### src/rtl/cpu_bus_arbiter.sv
// cpu_bus_arbiter
// Round-robin arbiter/sequencer that shares one external memory/IO bus
// between NREQ internal requesters (0 = fetch, 1 = data, 2 = debug).
// It latches the winning requester's transaction and drives it onto the
// bus with a valid/ready handshake. It then returns the read data and
// pulses done to the owner.
//
// Optional feature: define ARB_TIMEOUT_EN to abort a bus wait after
// TIMEOUT stalled cycles. The aborted transaction completes with
// rdata = all ones and err pulses together with done.
//
// Ports:
//   clk, rst_n          clock, synchronous active-low reset
//   ena                 design enable; low freezes all state and outputs
//   req, req_we         per-requester request level and write enable
//   req_addr, req_wdata packed per-requester address / write data
//   gnt                 one-hot grant, high while that requester owns the bus
//   done, err           one-cycle completion / timeout pulse to the owner
//   rdata               read data from the last completion
//   busy                high while a transaction is in ISSUE or DONE
//   bus_*               shared-bus request side (valid, we, addr, wdata)
//   bus_ready, bus_rdata shared-bus response side
module cpu_bus_arbiter #(
    parameter int unsigned NREQ    = 3,
    parameter int unsigned AW      = 8,
    parameter int unsigned DW      = 8,
    parameter int unsigned TIMEOUT = 15
) (
    input  logic               clk,
    input  logic               rst_n,
    input  logic               ena,
    input  logic [NREQ-1:0]    req,
    input  logic [NREQ-1:0]    req_we,
    input  logic [NREQ*AW-1:0] req_addr,
    input  logic [NREQ*DW-1:0] req_wdata,
    output logic [NREQ-1:0]    gnt,
    output logic [NREQ-1:0]    done,
    output logic [NREQ-1:0]    err,
    output logic [DW-1:0]      rdata,
    output logic               busy,
    output logic               bus_valid,
    output logic               bus_we,
    output logic [AW-1:0]      bus_addr,
    output logic [DW-1:0]      bus_wdata,
    input  logic               bus_ready,
    input  logic [DW-1:0]      bus_rdata
);

    localparam int unsigned IW = (NREQ > 1) ? $clog2(NREQ) : 1;

    typedef enum logic [1:0] {
        ST_IDLE  = 2'd0,
        ST_ISSUE = 2'd1,
        ST_DONE  = 2'd2
    } state_t;

    state_t            state_q, state_d;
    logic [NREQ-1:0]   gnt_q, gnt_d;
    logic [NREQ-1:0]   done_q, done_d;
    logic [NREQ-1:0]   err_q, err_d;
    logic [DW-1:0]     rdata_q, rdata_d;
    logic              busy_q, busy_d;
    logic              bus_valid_q, bus_valid_d;
    logic              bus_we_q, bus_we_d;
    logic [AW-1:0]     bus_addr_q, bus_addr_d;
    logic [DW-1:0]     bus_wdata_q, bus_wdata_d;
    logic [IW-1:0]     rr_ptr_q, rr_ptr_d;
    logic [IW-1:0]     owner_q, owner_d;

    logic              win_found;
    logic [IW-1:0]     win_idx;

`ifdef ARB_TIMEOUT_EN
    localparam int unsigned CW = $clog2(TIMEOUT + 1);
    logic [CW-1:0]     cnt_q, cnt_d;
`endif

    // Round-robin search: first requester at or after rr_ptr, wrapping.
    always_comb begin
        logic [IW-1:0] cand;
        win_found = 1'b0;
        win_idx   = '0;
        cand      = '0;
        for (int k = 0; k < NREQ; k++) begin
            cand = IW'((32'(rr_ptr_q) + 32'(k)) % NREQ);
            if (!win_found && req[cand]) begin
                win_found = 1'b1;
                win_idx   = cand;
            end
        end
    end

    // Next-state and next-output logic; everything holds while ena is low.
    always_comb begin
        state_d     = state_q;
        gnt_d       = gnt_q;
        done_d      = done_q;
        err_d       = err_q;
        rdata_d     = rdata_q;
        busy_d      = busy_q;
        bus_valid_d = bus_valid_q;
        bus_we_d    = bus_we_q;
        bus_addr_d  = bus_addr_q;
        bus_wdata_d = bus_wdata_q;
        rr_ptr_d    = rr_ptr_q;
        owner_d     = owner_q;
`ifdef ARB_TIMEOUT_EN
        cnt_d       = cnt_q;
`endif
        if (ena) begin
            case (state_q)
                ST_IDLE: begin
                    if (win_found) begin
                        state_d          = ST_ISSUE;
                        gnt_d            = '0;
                        gnt_d[win_idx]   = 1'b1;
                        owner_d          = win_idx;
                        busy_d           = 1'b1;
                        bus_valid_d      = 1'b1;
                        bus_we_d         = req_we[win_idx];
                        bus_addr_d       = req_addr[32'(win_idx)*AW +: AW];
                        bus_wdata_d      = req_wdata[32'(win_idx)*DW +: DW];
`ifdef ARB_TIMEOUT_EN
                        cnt_d            = '0;
`endif
                    end
                end
                ST_ISSUE: begin
                    if (bus_ready) begin
                        state_d     = ST_DONE;
                        rdata_d     = bus_rdata;
                        bus_valid_d = 1'b0;
                        gnt_d       = '0;
                        done_d      = gnt_q;
                    end
`ifdef ARB_TIMEOUT_EN
                    else if (cnt_q == CW'(TIMEOUT)) begin
                        // Bus never answered: complete with an error.
                        state_d     = ST_DONE;
                        rdata_d     = '1;
                        bus_valid_d = 1'b0;
                        gnt_d       = '0;
                        done_d      = gnt_q;
                        err_d       = gnt_q;
                    end else begin
                        cnt_d = cnt_q + CW'(1);
                    end
`endif
                end
                ST_DONE: begin
                    state_d  = ST_IDLE;
                    done_d   = '0;
                    err_d    = '0;
                    busy_d   = 1'b0;
                    rr_ptr_d = (owner_q == IW'(NREQ - 1)) ? '0 : owner_q + IW'(1);
                end
                default: begin
                    state_d = ST_IDLE;
                end
            endcase
        end
    end

    // State and output registers; reset wins over ena.
    always_ff @(posedge clk) begin
        if (!rst_n) begin
            state_q     <= ST_IDLE;
            gnt_q       <= '0;
            done_q      <= '0;
            err_q       <= '0;
            rdata_q     <= '0;
            busy_q      <= 1'b0;
            bus_valid_q <= 1'b0;
            bus_we_q    <= 1'b0;
            bus_addr_q  <= '0;
            bus_wdata_q <= '0;
            rr_ptr_q    <= '0;
            owner_q     <= '0;
`ifdef ARB_TIMEOUT_EN
            cnt_q       <= '0;
`endif
        end else begin
            state_q     <= state_d;
            gnt_q       <= gnt_d;
            done_q      <= done_d;
            err_q       <= err_d;
            rdata_q     <= rdata_d;
            busy_q      <= busy_d;
            bus_valid_q <= bus_valid_d;
            bus_we_q    <= bus_we_d;
            bus_addr_q  <= bus_addr_d;
            bus_wdata_q <= bus_wdata_d;
            rr_ptr_q    <= rr_ptr_d;
            owner_q     <= owner_d;
`ifdef ARB_TIMEOUT_EN
            cnt_q       <= cnt_d;
`endif
        end
    end

    assign gnt       = gnt_q;
    assign done      = done_q;
    assign err       = err_q;
    assign rdata     = rdata_q;
    assign busy      = busy_q;
    assign bus_valid = bus_valid_q;
    assign bus_we    = bus_we_q;
    assign bus_addr  = bus_addr_q;
    assign bus_wdata = bus_wdata_q;

endmodule
### config.mk
export PLATFORM = sky130hd
export DESIGN_NAME = cpu_bus_arbiter
export DESIGN_NICKNAME = d
export VERILOG_FILES = /design/src/rtl/cpu_bus_arbiter.sv
export SDC_FILE = /design/constraint.sdc
export NUM_CORES = 1
export LEC_CHECK = 0
export BUFFER_PORTS_ARGS = -buffer_cell sky130_fd_sc_hd__buf_2
export CAP_MARGIN = 5
export CORE_ASPECT_RATIO = 0.7
export CORE_MARGIN = 5
export CORE_UTILIZATION = 25
export CTS_CLUSTER_SIZE = 25
export DETAILED_ROUTE_END_ITERATION = 7
export GPL_ROUTABILITY_DRIVEN = 0
export SETUP_SLACK_MARGIN = 0.02
export SLEW_MARGIN = 20
export SYNTH_ARGS = -nofsm -noshare
export SYNTH_HDL_FRONTEND = slang
export SYNTH_SLANG_ARGS = --single-unit
### constraint.sdc
create_clock -name clk -period 2.2 [get_ports clk]
set_input_delay 0.11 -clock clk [delete_from_list [all_inputs] [get_ports clk]]
set_output_delay 0.11 -clock clk [all_outputs]
set_load 0.1 [all_outputs]
==> impl_metrics.ini <==
[timing]
final.setup.tns_ns = 0
finalSetupViolations = 0
hold_viol_final = 0
whs_ns = 0.0739
min_period_ns = 2.14
fmax_mhz = 468
period_share_pct = 97.1
rsz0062_at_grt = yes
fin_ws_ns = 0.0634
final.setup_skew_ns = 0.00289
slew_viol_final = 0

[setup_path]
reg2reg_depth = 8
crit_arrival_ns = 2.36
cp_max_fo = 4
crit_path_start = rr_ptr_q[0]
cp-end-kind = flop
path_class = reg -> reg
worstSetupStartpointType = flop
crit_required_ns = 2.42
r2r_slack_ns = 0.06
rr_startpoint = rr_ptr_q[0]
r2r_end = gnt[0]

[yosys]
synth.top_cell.area_share_pct = 39.6
ys_seq_area_share_pct = 39.6
netlist_area_mm2 = 0.00197
postSynthAreaPerCell_um2 = 9.39
ys.flop_type = dfxtp_1
synth.ff_latch_count = 39
yosysUniqueCellTypes = 40
async_flop_share_pct = 0
yosys.area.top_type = dfxtp_1
netlist_instances = 210
synth_edf_count = 0
yosys_warnings = 0
synthTopCellsByArea = dfxtp_1 40%, mux2i_1 10%, a32oi_1 7.6%

[finish]
layout_common_cells = 98 x buf_2, 37 x dfxtp_1, 22 x nand2_1, 17 x a32oi_1
final.fill_count = 793
nNetsFinal = 390
area_growth_pct = 50.4
final_core_util_pct = 38.2
drive_gt1_share_pct = 47.0
final_cell_area_mm2 = 0.00297
mostFrequentLayoutCell = buf_2
instances_no_fill = 422
n_antenna_cell = 0

[cts]
path_clk_slew_ns = 0.06
cts_tree = built
cts_made_buffers = 5
max-clock-path-buffers = 2
clock-sinks = 39
htreeDepth = 2
clock-root-buffer = clkbuf_16
clk_latency_ns = 0.28

[die]
initial_utilization_pct = 25.4
die_w_um = 116
die-area_mm2 = 0.00979
core_area_mm2 = 0.00777
io_pins = 102
die_y_um = 84.3
rows = 27

[routing]
wl_mm = 6.16
via_per_inst = 4.73
drc = 0
ant_nets = 0
vias = 1998
wl_per_cell_um = 14.6
drtIter0Drc = 98
dr.pass1.iters = 4

[global_route]
antenna_found_initial = 0
grt_pass1_vias = 1912
grt_pass1_wl_mm = 9.32
gr-total-overflow = 0
grt_start_max_net_pins = 24
grt.total_usage_pct = 11.6

[hold_path]
hp-class = in -> reg
worstHoldStart = req_addr[21]
holdPathEnd = bus_addr[5]
whs_path_depth = 3

[power]
power.total_mw = 2.26
peakVddDrop_v = 0.000406
powerDensity_mw_per_mm2 = 760
p_leak_nw = 1.28

[place]
portBuffers = 98
dp.cells = 408
placed_cell_area_mm2 = 0.00262
hpwl_mm = 4.51
place_ws_ns = -0.207

[outcome]
status = completed

[run]
drv_cap = 0
## per-layer routing
metal  vias to the layer above  wire, um  GRT usage [%]
li1                        993         -              -
met1                       940      2770           14.4
met2                        61      2920           19.6
met3                         4       437           3.96
met4                         0        39           2.42
met5                         -         0              0
## cell families (layout without fill, tap and decap cells)
| family | count (synthesis) | in the layout | share of synthesized area (%) |
|---|---|---|---|
| other | 1 | 3 | 0.190 |
| flip-flops | 39 | 39 | 39.6 |
| AND/OR/NAND/NOR | 57 | 57 | 15.4 |
| multiplexers | 20 | 20 | 10.2 |
| buffers and inverters | 19 | 128 | 6.09 |
| adder cells (fa/ha/maj) | 4 | 4 | 2.54 |
| AO/OA/AOI/OAI | 70 | 70 | 26.0 |
## Yosys cell counts (2+ instances only)
cell type and n:
mux2i_1 20, a32oi_1 17, a21boi_0 9, o21ai_0 2, buf_6 4, and3_1 2
a31o_1 2, dfxtp_1 39, a21oi_1 10, buf_4 4, nor2b_1 15, nand3_1 3
ha_1 4, buf_2 3, nor2_1 2, nand2b_1 3, a22oi_1 4, clkbuf_1 3
inv_1 5, o21ai_1 16, nand2_1 22, nor2_2 2, nor3b_1 2
## where the power goes
group / switching, mW / leakage (nW) / internal [mW]
Sequential: 0.0272 / 0.320 / 0.749
Clock: 0.279 / 0.0868 / 0.564
Combinational: 0.459 / 0.875 / 0.179
## final cells by class
| type | instances | area, um2 | share of cell area, % |
|---|---|---|---|
| clock buffers | 6 | 139 | 4.68 |
| clock inverters | 2 | 35.0 | 1.18 |
| multi-input cells | 154 | 1180 | 39.9 |
| well taps | 101 | 126 | 4.26 |
| inverters | 5 | 18.8 | 0.633 |
| flip-flops and latches | 39 | 788 | 26.6 |
| repair buffers | 115 | 677 | 22.8 |
## sequential cells by signal, summed over array words and instances (netlist names)
signal     flops
bus_wdata      8
done           3
owner_q        2
rdata          8
bus_addr       8
state_q        2
rr_ptr_q       2
bus_we         1
bus_valid      1
busy           1
gnt            3
## worst max path at each step
stage,slack (ns),to
2_1_floorplan,0.04,bus_addr[0]
3_3_place_gp,-0.12,bus_wdata[5]
3_5_place_dp,-0.21,bus_addr[3]
4_1_cts,0.02,state_q[0]
5_1_grt,-0.001,gnt[0]
6_report,0.06,gnt[0]
## worst max-delay path: stages, from the launching register on
cell and delay (ns):
dfxtp_4 0.36, inv_2 0.05, ha_4 0.29, nor2b_1 0.06, o21a_4 0.25, or4_4 0.56
o211ai_4 0.24, and3_1 0.18, a31o_1 0.09
## timing repair
| action | in CTS | in global routing |
|---|---|---|
| pin swaps | 2 | 5 |
| gates cloned | 0 | 1 |
| hold buffers | 0 | 0 |
| gates resized for setup | 6 | 22 |
| endpoints found under the setup margin | 22 | 23 |
| buffers inserted | 2 | 3 |
Power figures use the tool's default switching activity.
